<file path="src/rtl/trace_packer.sv">
// Tracer-side packer: folds n trace bits per cycle into WIDTH-bit store words,
// and unpacks memory words from the logger into an n-bit valid/ready stream.
package dtb_pkg;
  typedef enum logic [1:0] {
    TRACE_MODE     = 2'd0,
    RW_STREAM_MODE = 2'd1,
    R_STREAM_MODE  = 2'd2,
    W_STREAM_MODE  = 2'd3
  } mode_e;
endpackage

module trace_packer
  import dtb_pkg::*;
#(
  parameter int WIDTH       = 64,
  parameter int NTRACE_BITS = 2,
  parameter int MAX_TRACE   = 8
) (
  input  logic                     CLK_I,
  input  logic                     RST_NI,
  input  logic [1:0]               MODE_I,
  input  logic [NTRACE_BITS-1:0]   NTRACE_I,
  input  logic [MAX_TRACE-1:0]     TRACE_I,
  input  logic                     TRG_I,
  input  logic                     TRG_DELAYED_I,
  input  logic                     STORE_PERM_I,
  output logic                     STORE_O,
  output logic [WIDTH-1:0]         DATA_O,
  output logic [$clog2(WIDTH)-1:0] EVENT_POS_O,
  output logic                     TRG_EVENT_O,
  output logic                     OVERFLOW_O,
  output logic                     LOAD_REQUEST_O,
  input  logic                     LOAD_GRANT_I,
  input  logic [WIDTH-1:0]         DATA_I,
  output logic [MAX_TRACE-1:0]     STREAM_O,
  output logic                     STREAM_VALID_O,
  input  logic                     STREAM_READY_I
);

  localparam int PW      = $clog2(WIDTH);
  localparam int LOG_MAX = $clog2(MAX_TRACE);

  typedef enum logic [1:0] {RD_EMPTY, RD_WAIT, RD_FULL} rd_state_e;

  logic [1:0]             mode_q;
  logic [NTRACE_BITS-1:0] ntrace_q;
  logic [NTRACE_BITS-1:0] log2n;
  int unsigned            n_lanes;
  logic [MAX_TRACE-1:0]   lane_mask;
  logic [PW-1:0]          last_idx;
  logic                   flush;
  logic                   halted_q;
  logic                   halt_now;
  logic                   cap_en;
  logic                   word_done;
  logic                   stream_en;
  logic [WIDTH-1:0]       cap_word;
  logic [WIDTH-1:0]       cap_next;
  logic [PW-1:0]          cnt;
  rd_state_e              rd_state;
  logic [WIDTH-1:0]       rword;
  logic [PW-1:0]          rcnt;

  // Lane geometry comes from the registered n, so it only moves after a flush.
  always_comb begin
    flush = (MODE_I != mode_q) || (NTRACE_I != ntrace_q);
    if (int'(ntrace_q) > LOG_MAX) log2n = NTRACE_BITS'(LOG_MAX);
    else                          log2n = ntrace_q;
    n_lanes   = 32'd1 << log2n;
    lane_mask = MAX_TRACE'((64'd1 << n_lanes) - 64'd1);
    last_idx  = PW'((WIDTH >> log2n) - 1);
    halt_now  = (mode_q == TRACE_MODE) && TRG_DELAYED_I;
    cap_en    = !flush && !halted_q && !halt_now && (mode_q != R_STREAM_MODE);
    word_done = cap_en && (cnt == last_idx);
    stream_en = !flush && ((mode_q == RW_STREAM_MODE) || (mode_q == R_STREAM_MODE));
    cap_next  = (cap_word >> n_lanes) |
                (WIDTH'(TRACE_I & lane_mask) << (WIDTH - int'(n_lanes)));
  end

  // NOTE: all state below uses non-blocking assignments so every register
  // samples the pre-edge values computed above, independent of block order.
  always_ff @(posedge CLK_I or negedge RST_NI) begin
    if (!RST_NI) begin
      mode_q      <= '0;
      ntrace_q    <= '0;
      cap_word    <= '0;
      cnt         <= '0;
      halted_q    <= 1'b0;
      STORE_O     <= 1'b0;
      DATA_O      <= '0;
      EVENT_POS_O <= '0;
      TRG_EVENT_O <= 1'b0;
      OVERFLOW_O  <= 1'b0;
    end else begin
      mode_q   <= MODE_I;
      ntrace_q <= NTRACE_I;
      STORE_O  <= 1'b0;
      if (halt_now) halted_q <= 1'b1;
      if (flush || halt_now) begin
        cap_word <= '0;
        cnt      <= '0;
      end else if (cap_en) begin
        cap_word <= cap_next;
        cnt      <= word_done ? '0 : cnt + 1'b1;
        if (word_done) begin
          if (STORE_PERM_I) begin
            STORE_O <= 1'b1;
            DATA_O  <= cap_next;
          end else begin
            OVERFLOW_O <= 1'b1;
          end
        end
        if (TRG_I && !TRG_EVENT_O) begin
          TRG_EVENT_O <= 1'b1;
          EVENT_POS_O <= cnt << log2n;
        end
      end
    end
  end

  always_ff @(posedge CLK_I or negedge RST_NI) begin
    if (!RST_NI) begin
      rd_state       <= RD_EMPTY;
      rword          <= '0;
      rcnt           <= '0;
      LOAD_REQUEST_O <= 1'b0;
      STREAM_VALID_O <= 1'b0;
    end else if (!stream_en) begin
      rd_state       <= RD_EMPTY;
      rword          <= '0;
      rcnt           <= '0;
      LOAD_REQUEST_O <= 1'b0;
      STREAM_VALID_O <= 1'b0;
    end else begin
      unique case (rd_state)
        RD_EMPTY: begin
          LOAD_REQUEST_O <= 1'b1;
          rd_state       <= RD_WAIT;
        end
        RD_WAIT: begin
          if (LOAD_GRANT_I) begin
            rword          <= DATA_I;
            rcnt           <= '0;
            LOAD_REQUEST_O <= 1'b0;
            STREAM_VALID_O <= 1'b1;
            rd_state       <= RD_FULL;
          end
        end
        RD_FULL: begin
          if (STREAM_READY_I) begin
            rword <= rword >> n_lanes;
            if (rcnt == last_idx) begin
              rcnt           <= '0;
              STREAM_VALID_O <= 1'b0;
              rd_state       <= RD_EMPTY;
            end else begin
              rcnt <= rcnt + 1'b1;
            end
          end
        end
        default: rd_state <= RD_EMPTY;
      endcase
    end
  end

  // Decoded purely from registers, so the slice cannot move while stalled.
  assign STREAM_O = rword[MAX_TRACE-1:0] & lane_mask & {MAX_TRACE{STREAM_VALID_O}};

endmodule

</file>
<file path="config.mk">
export PLATFORM = sky130hd
export DESIGN_NAME = trace_packer
export DESIGN_NICKNAME = d
export VERILOG_FILES = /design/src/rtl/trace_packer.sv
export SDC_FILE = /design/constraint.sdc
export NUM_CORES = 1
export LEC_CHECK = 0
export BUFFER_PORTS_ARGS = -buffer_cell sky130_fd_sc_hd__buf_4
export CORE_MARGIN = 8
export CORE_UTILIZATION = 47
export DETAILED_ROUTE_END_ITERATION = 7
export PLACE_DENSITY = 0.66
export REMOVE_ABC_BUFFERS = 1
export SKIP_CTS_REPAIR_TIMING = 1
export SLEW_MARGIN = 20
export SYNTH_ARGS = -nofsm -noshare
export SYNTH_HDL_FRONTEND = slang
export SYNTH_SLANG_ARGS = --single-unit
export TNS_END_PERCENT = 1
</file>
<file path="constraint.sdc">
create_clock -name CLK_I -period 6 [get_ports CLK_I]
set_input_delay 0.9 -clock CLK_I [delete_from_list [all_inputs] [get_ports CLK_I]]
set_output_delay 0.9 -clock CLK_I [all_outputs]
set_load 0.1 [all_outputs]
</file>
==> results of run 1 <==
==> cell type report <==
| cell class | count | area, um2 | share of cell area, % |
|---|---|---|---|
| multi-input combinational | 1190 | 9590 | 53.3 |
| sequential | 222 | 5560 | 30.9 |
| timing repair buffer | 184 | 1390 | 7.73 |
| clock buffer | 39 | 761 | 4.23 |
| tap | 448 | 561 | 3.12 |
| inverter | 15 | 63.8 | 0.355 |
| clock inverter | 8 | 52.6 | 0.292 |
==> logic make-up after synthesis <==
kind of cell	after synthesis	share of synthesized area, %
and+or+nand+nor	457	13.0
AOI/OAI and AO/OA	362	15.0
muxes	342	30.5
DFF	222	35.3
buffers and inverters	159	4.31
xor gates and xnor gates	16	0.890
adders and majority gates	13	1.03
==> final timing paths <==
kind | startpoint | end | slack, ps
setup / recovery | log2n[0] | STREAM_O[3] | 1200
hold / removal | RST_NI | DATA_O[5] | 370
setup reg to reg | log2n[0] | DATA_O[49] | 1860
hold reg to reg | OVERFLOW_O | OVERFLOW_O | 460
max in group asynchronous | RST_NI | DATA_O[37] | 4370
min in group CLK_I | OVERFLOW_O | OVERFLOW_O | 460
==> through the flow <==
stage | area, um2 | instances | util, % | power [mW] | hold WS (ps)
4_1_cts | 18000 | 2106 | 54.0 | 3.44 | 428
6_report | 18000 | 2106 | 54.0 | 3.41 | 375
2_1_floorplan | 15100 | 1427 | - | 1.76 | 450
3_3_place_gp | 17200 | 2059 | 51.5 | 1.90 | 445
5_1_grt | 18000 | 2106 | 54.0 | 3.52 | 443
3_5_place_dp | 17200 | 2059 | 51.5 | 1.90 | 450
==> placed cells by master, fill, tap and decap left out, types with 5 or more instances in the layout <==
cell / netlist / layout
sky130_fd_sc_hd__mux4_2: 100 / 100
sky130_fd_sc_hd__a21o_1: 5 / 5
sky130_fd_sc_hd__o2bb2ai_1: 6 / 6
sky130_fd_sc_hd__nor2_1: 54 / 54
sky130_fd_sc_hd__a221oi_1: 11 / 11
sky130_fd_sc_hd__nand4_1: 5 / 5
sky130_fd_sc_hd__xnor2_1: 12 / 12
sky130_fd_sc_hd__clkbuf_1: 86 / 8
sky130_fd_sc_hd__mux2_1: 8 / 8
sky130_fd_sc_hd__a311oi_1: 5 / 5
sky130_fd_sc_hd__nor2b_1: 8 / 8
sky130_fd_sc_hd__a22o_1: 16 / 16
sky130_fd_sc_hd__and3_1: 28 / 27
sky130_fd_sc_hd__a31oi_1: 16 / 16
sky130_fd_sc_hd__buf_4: 1 / 183
sky130_fd_sc_hd__o22ai_1: 13 / 13
sky130_fd_sc_hd__nand3_1: 50 / 49
sky130_fd_sc_hd__ha_1: 13 / 9
sky130_fd_sc_hd__clkbuf_16: 0 / 27
sky130_fd_sc_hd__nand2_1: 256 / 254
sky130_fd_sc_hd__o21ai_0: 122 / 122
sky130_fd_sc_hd__mux2_2: 98 / 98
sky130_fd_sc_hd__o211ai_1: 6 / 6
sky130_fd_sc_hd__dfrtp_1: 222 / 222
sky130_fd_sc_hd__inv_1: 12 / 10
sky130_fd_sc_hd__a211oi_1: 11 / 11
sky130_fd_sc_hd__and2_1: 6 / 5
sky130_fd_sc_hd__nor3_1: 18 / 18
sky130_fd_sc_hd__a21oi_1: 77 / 77
sky130_fd_sc_hd__a221o_1: 37 / 37
sky130_fd_sc_hd__mux2i_1: 136 / 136
==> metal layers <==
metal | global-route usage [%] | part of all wire [%]
met1 | 30.0 | 41
met2 | 39.6 | 49
met3 | 3.72 | 7.1
met4 | 7.19 | 3.1
met5 | 0 | 0
==> sequential cells by signal (all words and copies together), names as in the netlist <==
| signal | cells |
|---|---|
| rcnt | 6 |
| STREAM_VALID_O | 1 |
| mode_q | 2 |
| DATA_O | 64 |
| OVERFLOW_O | 1 |
| cnt | 6 |
| EVENT_POS_O | 6 |
| cap_word | 64 |
| TRG_EVENT_O | 1 |
| LOAD_REQUEST_O | 1 |
| rd_state | 2 |
| halted_q | 1 |
| log2n | 2 |
| rword | 64 |
| STORE_O | 1 |
==> worst register-to-register path: stages, from the launching register on <==
cell                       delay, ps
sky130_fd_sc_hd__dfrtp_1         560
sky130_fd_sc_hd__inv_1           280
sky130_fd_sc_hd__ha_2            640
sky130_fd_sc_hd__inv_2            80
sky130_fd_sc_hd__ha_1            360
sky130_fd_sc_hd__xnor2_1         130
sky130_fd_sc_hd__or4_1           530
sky130_fd_sc_hd__or4_4           790
sky130_fd_sc_hd__clkinv_4        310
sky130_fd_sc_hd__mux2_1          360
==> where the power goes <==
group          leakage [nW]  internal (mW)  switching [mW]
Sequential             3.09           1.50         0.00555
Combinational          4.32          0.137           0.228
Clock                 0.396          0.875           0.658
==> flow_metrics.env, run 1 <==
export IMPL_mappedNetlistArea_um2=15700
export IMPL_port_buffers=165
export IMPL_via_per_inst=6.31
export IMPL_setup_slack_ps=1200
export IMPL_timing_fmax_ghz=0.209
export IMPL_cts_buffers_inserted=27
export IMPL_yosysWarnings=0
export IMPL_critical_path_cell_chain="ha_4 > buf_4 > nor3b_1 > xor2_1 > and3_1 > buf_4"
export IMPL_floorplan_initialDensity_pct=47.3
export IMPL_synth_top_cells_by_area="sky130_fd_sc_hd__dfrtp_1 (35%), sky130_fd_sc_hd__mux4_2 (14%), sky130_fd_sc_hd__mux2i_1 (8.6%)"
export IMPL_critical_path_slowest_cell="sky130_fd_sc_hd__buf_4"
export IMPL_synth_edf_count=0
export IMPL_total_global_routing_overflow=0
export IMPL_cts_root_buf="sky130_fd_sc_hd__clkbuf_16"
export IMPL_cp_num_buf_inv=2
export IMPL_number_of_antenna_violations_at_the_first_check_in_global_routing=0
export IMPL_io_pin_count=166
export IMPL_first_iter_violations=1097
export IMPL_clk_pin_slew_worst_paths_ps=60
export IMPL_number_of_routed_nets_with_antenna_violations=0
export IMPL_pin_count_of_the_biggest_net_entering_global_routing=113
export IMPL_tritoncts="done"
export IMPL_finalMaxSlewViolations=0
export IMPL_critical_path_peak_fanout=82
export IMPL_drive_above_1_share_pct=27.0
export IMPL_preCtsSetupSlack_ps=1800
export IMPL_track_usage_pct=23.2
export IMPL_final_hold_violation_count=0
export IMPL_period_minus_slack_ps=4800
export IMPL_post_synth_top_area_cell="sky130_fd_sc_hd__dfrtp_1"
export IMPL_unrepaired_setup_endpoints_after_global_routing="no"
export IMPL_worst_ir_drop_vdd_uv=194
export IMPL_grt_pass1_wl_um=74700
export IMPL_netlist_instances=1571
export IMPL_grt_pass1_vias=13300
export IMPL_yosysUniqueCellTypes=74
export IMPL_route_detailed_wl_per_inst_um=22.2
export IMPL_finClkSkew_ps=11.7
export IMPL_h_tree_depth=1
export IMPL_dr_total_vias=13300
export IMPL_nFillCells=2970
export IMPL_cts_sinks=222
export IMPL_path_common_cell="sky130_fd_sc_hd__buf_4"
export IMPL_r2r_cells=9
export IMPL_postSynth_topFlopCell="sky130_fd_sc_hd__dfrtp_1"
export IMPL_synth_top_cells_by_count="sky130_fd_sc_hd__nand2_1 (256), sky130_fd_sc_hd__dfrtp_1 (222), sky130_fd_sc_hd__mux2i_1 (136), sky130_fd_sc_hd__o21ai_0 (122), sky130_fd_sc_hd__mux4_2 (100)"
export IMPL_design_core_area_um2=33300
export IMPL_post_route_drc_count=0
export IMPL_critical_path_top_delay_family="buffers and inverters"
export IMPL_insertion_delay_ps=550
export IMPL_critical_path_depth=6
export IMPL_timing_hold_worst_class="input port to asynchronous set/reset pin"
export IMPL_drt_total_wl_um=46700
export IMPL_synthMostInstantiatedCell="sky130_fd_sc_hd__nand2_1"
export IMPL_synthArstFlopShare_pct=100
export IMPL_critPathArrivalTime_ps=3900
export IMPL_finalCritPeriodShare_pct=79.9
export IMPL_slew_limit_headroom_pct=27.3
export IMPL_p_per_area_nw_per_um2=190
export IMPL_antenna_diode_count=0
export IMPL_fin_nets=1736
export IMPL_proportion_of_netlist_area_held_by_the_largest_area_contributor_pct=35.3
export IMPL_final_setup_viol_count=0
export IMPL_die_h_um=199
export IMPL_design_die_area_um2=39600
export IMPL_core_rowCount=67
export IMPL_timing_critical_path_to_type="output pin"
export IMPL_detailedPlacementHpwl_um=32500
export IMPL_cp_required_ps=5100
export IMPL_cap_violations=0
export IMPL_post_synth_cell_area_avg_um2=10.0
export IMPL_fin_tns_setup_ps=0
export IMPL_max_slew_worst_pin_slew_ps=1090
export IMPL_place_gp_congestion=0.898
export IMPL_p_leak_nw=7.80
export IMPL_worst_setup_path_start_kind="flip-flop"
export IMPL_run_status="finished, final reports clean"
export IMPL_layout_area_overhead_vs_synth_pct=14.1
export IMPL_first_pass_iters=5
export IMPL_die_w_um=199
export IMPL_path_type_of_the_worst_setup_path="flip-flop to output pin"
export IMPL_number_of_synthesized_register_bits=222
export IMPL_critical_path_max_stage_delay_ps=830
export IMPL_ctsLongestPathBuffers=3
export IMPL_synth_seq_area_share_pct=35.3
Power figures use the tool's default switching activity.
==> inputs of run 2 (changes only) <==
- clock period: 6 -> 5 ns (I/O delays scaled with it)
==> run 2 against run 1 <==
First-iteration DRC count decreased by 21%. Clock skew increased by 17 ps. Global-route usage decreased by 0.070 points. Cell count increased by 0.43%.
==> flow_metrics.env, run 2 (synthesis results as in run 1) <==
export IMPL_critical_path_peak_fanout=37
export IMPL_h_tree_depth=1
export IMPL_tritoncts="done"
export IMPL_design_die_area_um2=39600
export IMPL_worst_r2r_setup_slack_ps=1080
export IMPL_fin_cells=2115
export IMPL_cp_required_ps=4250
export IMPL_fin_tns_setup_ps=0
export IMPL_detailedPlacementHpwl_um=33000
export IMPL_cellInternalPower_mw=3.27
export IMPL_drt_total_wl_um=46500
export IMPL_insertion_delay_ps=540
export IMPL_worst_setup_path_start_kind="flip-flop"
export IMPL_cts_root_buf="sky130_fd_sc_hd__clkbuf_16"
export IMPL_layout_commonest_cell="sky130_fd_sc_hd__nand2_1"
export IMPL_critical_path_max_stage_delay_ps=580
export IMPL_slew_limit_headroom_pct=19.9
export IMPL_post_place_cells=2065
export IMPL_fin_worst_hold_slack_ps=150
export IMPL_track_usage_pct=23.2
export IMPL_r2r_end="DATA_O[20]"
export IMPL_design_core_area_um2=33300
export IMPL_max_slew_worst_pin_slew_ps=1200
export IMPL_leading_cell_types_in_the_layout_fill_and_taps_excluded="sky130_fd_sc_hd__nand2_1 (254), sky130_fd_sc_hd__dfrtp_1 (222), sky130_fd_sc_hd__buf_4 (189), sky130_fd_sc_hd__mux2i_1 (136), sky130_fd_sc_hd__o21ai_0 (122)"
export IMPL_final_hold_violation_count=0
export IMPL_io_pin_count=166
export IMPL_floorplan_initialDensity_pct=47.3
export IMPL_place_gp_congestion=0.881
export IMPL_preCtsSetupSlack_ps=1100
export IMPL_first_iter_violations=869
export IMPL_path_type_of_the_worst_setup_path="flip-flop to output pin"
export IMPL_total_global_routing_overflow=0
export IMPL_finalMaxSlewViolations=0
export IMPL_final_setup_viol_count=0
export IMPL_die_w_um=199
export IMPL_worst_reg2reg_startpoint="log2n[0]"
export IMPL_grt_pass1_wl_um=74300
export IMPL_cts_sinks=222
export IMPL_via_per_inst=6.25
export IMPL_route_detailed_wl_per_inst_um=22.0
export IMPL_timing_critical_path_to_type="output pin"
export IMPL_post_route_drc_count=0
export IMPL_combPwrFrac_pct=10.2
export IMPL_setup_slack_ps=562
export IMPL_timing_fmax_ghz=0.225
export IMPL_p_leak_nw=7.92
export IMPL_timing_hold_worst_class="input port to asynchronous set/reset pin"
export IMPL_ctsLongestPathBuffers=3
export IMPL_antenna_diode_count=0
export IMPL_port_buffers=165
export IMPL_critPathArrivalTime_ps=3690
export IMPL_p_per_area_nw_per_um2=239
export IMPL_nFillCells=2959
export IMPL_first_pass_iters=5
export IMPL_dr_total_vias=13200
export IMPL_cap_violations=0
export IMPL_critical_path_cell_chain="inv_1 > ha_4 > ha_1 > nor3b_1 > xor2_1 > and3_1 > buf_4"
export IMPL_cts_buffers_inserted=27
export IMPL_postLayoutCoreUtil_pct=54.6
export IMPL_switching_share_of_total_power_pct=24.7
export IMPL_worst_ir_drop_vdd_uv=299
export IMPL_fin_nets=1743
export IMPL_net_switching_power_mw=1.07
export IMPL_sequentialPowerShare_pct=41.6
export IMPL_die_h_um=199
export IMPL_number_of_antenna_violations_at_the_first_check_in_global_routing=0
export IMPL_power_frac_clock_pct=48.2
export IMPL_unrepaired_setup_endpoints_after_global_routing="no"
export IMPL_period_minus_slack_ps=4440
export IMPL_number_of_routed_nets_with_antenna_violations=0
export IMPL_drive_above_1_share_pct=27.7
export IMPL_core_rowCount=67
export IMPL_finClkSkew_ps=28.6
export IMPL_layout_area_overhead_vs_synth_pct=15.5
export IMPL_finalCritPeriodShare_pct=88.8
export IMPL_pin_count_of_the_biggest_net_entering_global_routing=130
export IMPL_grt_pass1_vias=13200
export IMPL_reg_top3="DATA_O x64, cap_word x64, rword x64"
export IMPL_clk_pin_slew_worst_paths_ps=60
export IMPL_run_status="finished, final reports clean"
export IMPL_r2r_cells=11
export IMPL_critical_path_slowest_cell="sky130_fd_sc_hd__ha_4"
## run 2: critical path, delay by kind of cell (launching register included)
kind / cells / cell delay [ps]
DFF: 1 / 540
and+or+nand+nor: 2 / 630
xor gates and xnor gates: 1 / 570
buffers and inverters: 2 / 570
adders and majority gates: 2 / 840
## run 2: layer usage
metal	vias up	routed length, um	GRT usage (%)
met2	532	23400	40.5
met3	76	2830	2.98
met5	-	0	0
met1	6575	19000	29.8
li1	6046	-	-
met4	0	1300	6.53
## run 2: power by group through the flow
stage          Clock (mW)  Combinational, mW  Sequential (mW)
2_1_floorplan           0              0.262             1.85
4_1_cts              2.14              0.441             1.81
6_report             2.09              0.443             1.81
3_5_place_dp            0              0.440             1.84
5_1_grt              2.20              0.476             1.81
3_3_place_gp            0              0.437             1.84
## run 2: final cells by class
| type | instances | area, um2 | share of cell area (%) |
|---|---|---|---|
| Clock buffer | 34 | 742 | 4.08 |
| Clock inverter | 15 | 206 | 1.14 |
| Sequential cell | 222 | 5560 | 30.6 |
| Inverter | 15 | 63.8 | 0.351 |
| Multi-Input combinational cell | 1190 | 9590 | 52.7 |
| Tap cell | 448 | 561 | 3.08 |
| Timing Repair Buffer | 191 | 1460 | 8.04 |
## run 2: worst max path at each step
stage / cells past startpoint / end / slack (ps) / startpoint
2_1_floorplan: 8 / cap_word[59] / -4150 / log2n[1]
3_3_place_gp: 11 / DATA_O[30] / 1220 / log2n[0]
3_5_place_dp: 11 / DATA_O[7] / 1100 / log2n[0]
4_1_cts: 7 / STREAM_O[3] / 600 / log2n[1]
5_1_grt: 7 / STREAM_O[3] / 390 / log2n[1]
6_report: 7 / STREAM_O[3] / 560 / log2n[1]
## run 2: per-stage QoR
step | instance area [um2] | power, mW
global placement | 17200 | 2.28
floorplan | 15100 | 2.11
global route | 18200 | 4.49
detailed placement | 17200 | 2.28
finish | 18200 | 4.34
CTS | 18100 | 4.39
==> inputs of run 3 (changes only) <==
- CORE_UTILIZATION: 47 -> 25
- PLACE_DENSITY: 0.66 -> not set
==> run 3 against run 2 <==
Critical endpoint unchanged. Die area up 80%. Largest power group unchanged. First-iteration DRC count is 41% higher. Maximum frequency rose by 2.0%. Worst hold slack better by 75 ps. Via count shrank 0.11%. Routed wire length is 11% higher. Sequential power barely moved. Cell count grew 19%. Highest routed layer unchanged. Register-to-register slack lost 120 ps. Worst setup slack improved by 89 ps. Clock power shrank 8%. Clock skew shrank 21 ps.
==> flow_metrics.env, run 3 (synthesis results as in run 1) <==
export IMPL_clk_pin_slew_worst_paths_ps=60
export IMPL_timing_fmax_ghz=0.230
export IMPL_insertion_delay_ps=550
export IMPL_cp_required_ps=4250
export IMPL_floorplan_initialDensity_pct=25.1
export IMPL_track_usage_pct=14.1
export IMPL_place_gp_congestion=0.877
export IMPL_nFillCells=6608
export IMPL_detailedPlacementHpwl_um=37400
export IMPL_critical_path_peak_fanout=54
export IMPL_total_global_routing_overflow=0
export IMPL_dr_total_vias=13200
export IMPL_reg_top3="DATA_O x64, cap_word x64, rword x64"
export IMPL_timing_hold_worst_class="input port to asynchronous set/reset pin"
export IMPL_p_leak_nw=7.85
export IMPL_r2r_end="DATA_O[48]"
export IMPL_critical_path_slowest_cell="sky130_fd_sc_hd__ha_4"
export IMPL_period_minus_slack_ps=4350
export IMPL_fin_worst_hold_slack_ps=225
export IMPL_critical_path_depth=8
export IMPL_worst_setup_path_start_kind="flip-flop"
export IMPL_finClkSkew_ps=8.01
export IMPL_design_die_area_um2=71300
export IMPL_critical_path_top_delay_family="adder cells"
export IMPL_cap_violations=0
export IMPL_critical_path_max_stage_delay_ps=640
export IMPL_drive_above_1_share_pct=27.2
export IMPL_fin_nets=1738
export IMPL_cts_root_buf="sky130_fd_sc_hd__clkbuf_16"
export IMPL_pin_count_of_the_biggest_net_entering_global_routing=153
export IMPL_final_setup_viol_count=0
export IMPL_timing_critical_path_to_type="output pin"
export IMPL_number_of_antenna_violations_at_the_first_check_in_global_routing=2
export IMPL_path_common_cell="sky130_fd_sc_hd__buf_4"
export IMPL_design_core_area_um2=62600
export IMPL_die_h_um=267
export IMPL_number_of_routed_nets_with_antenna_violations=0
export IMPL_worst_ir_drop_vdd_uv=235
export IMPL_ctsLongestPathBuffers=3
export IMPL_path_type_of_the_worst_setup_path="flip-flop to output pin"
export IMPL_layout_commonest_cell="sky130_fd_sc_hd__nand2_1"
export IMPL_slew_limit_headroom_pct=32.8
export IMPL_leading_cell_types_in_the_layout_fill_and_taps_excluded="sky130_fd_sc_hd__nand2_1 (254), sky130_fd_sc_hd__dfrtp_1 (222), sky130_fd_sc_hd__buf_4 (185), sky130_fd_sc_hd__mux2i_1 (136), sky130_fd_sc_hd__o21ai_0 (122)"
export IMPL_r2r_cells=8
export IMPL_finalMaxSlewViolations=0
export IMPL_run_status="finished, final reports clean"
export IMPL_critical_path_cell_chain="inv_1 > ha_4 > ha_1 > nor3b_1 > xor2_1 > buf_4 > and3_1 > buf_4"
export IMPL_io_pin_count=166
export IMPL_via_per_inst=5.27
export IMPL_tritoncts="done"
export IMPL_core_rowCount=92
export IMPL_cts_sinks=222
export IMPL_total_power_mw=4.19
export IMPL_die_w_um=267
export IMPL_worst_r2r_setup_slack_ps=960
export IMPL_preCtsSetupSlack_ps=977
export IMPL_setup_slack_ps=651
export IMPL_grt_pass1_wl_um=80700
export IMPL_cts_buffers_inserted=25
export IMPL_grt_pass1_vias=13200
export IMPL_postLayoutCoreUtil_pct=29.6
export IMPL_worst_reg2reg_startpoint="log2n[0]"
export IMPL_port_buffers=165
export IMPL_h_tree_depth=1
export IMPL_post_route_drc_count=0
export IMPL_critPathArrivalTime_ps=3600
export IMPL_layout_area_overhead_vs_synth_pct=17.9
export IMPL_first_pass_iters=5
export IMPL_first_iter_violations=1221
export IMPL_unrepaired_setup_endpoints_after_global_routing="no"
export IMPL_route_detailed_wl_per_inst_um=20.6
export IMPL_p_per_area_nw_per_um2=226
export IMPL_drt_total_wl_um=51800
export IMPL_cp_num_buf_inv=3
export IMPL_finalCritPeriodShare_pct=87.0
export IMPL_max_slew_worst_pin_slew_ps=1010
export IMPL_final_hold_violation_count=0
run 3: layer usage:
metal	track usage [%]	wire, um
met3	2.70	3580
met4	3.04	1040
met2	23.4	25000
met1	19.0	22100
met5	0	0
run 3: report_power, final:
group	switching (mW)	total [mW]	internal [mW]	leakage (nW)
clock	0.773	1.93	1.16	0.417
sequential	0.00672	1.81	1.80	3.09
combinational	0.282	0.450	0.168	4.34
run 3: cell type report:
| cell class | instances | area (um2) | share of cell area, % |
|---|---|---|---|
| Tap cell | 846 | 1060 | 5.70 |
| Timing Repair Buffer | 188 | 1440 | 7.78 |
| Clock buffer | 37 | 731 | 3.94 |
| Antenna cell | 2 | 5.00 | 0.0270 |
| Sequential cell | 222 | 5560 | 29.9 |
| Inverter | 15 | 63.8 | 0.344 |
| Clock inverter | 8 | 121 | 0.654 |
| Multi-Input combinational cell | 1190 | 9590 | 51.6 |
run 3: through the flow:
step / area [um2] / cells / setup TNS [ps]
finish: 18600 / 2508 / 0
global route: 18600 / 2508 / 0
CTS: 18600 / 2506 / 0
detailed placement: 17700 / 2461 / 0
global placement: 17700 / 2461 / 0
floorplan: 15100 / 1427 / -549230
run 3: how the worst max path moves through the flow:
| stage | start | end |
|---|---|---|
| 2_1_floorplan | log2n[1] | cap_word[59] |
| 3_3_place_gp | log2n[0] | DATA_O[48] |
| 3_5_place_dp | log2n[0] | DATA_O[48] |
| 4_1_cts | log2n[0] | STREAM_O[3] |
| 5_1_grt | log2n[0] | STREAM_O[3] |
| 6_report | log2n[0] | STREAM_O[3] |
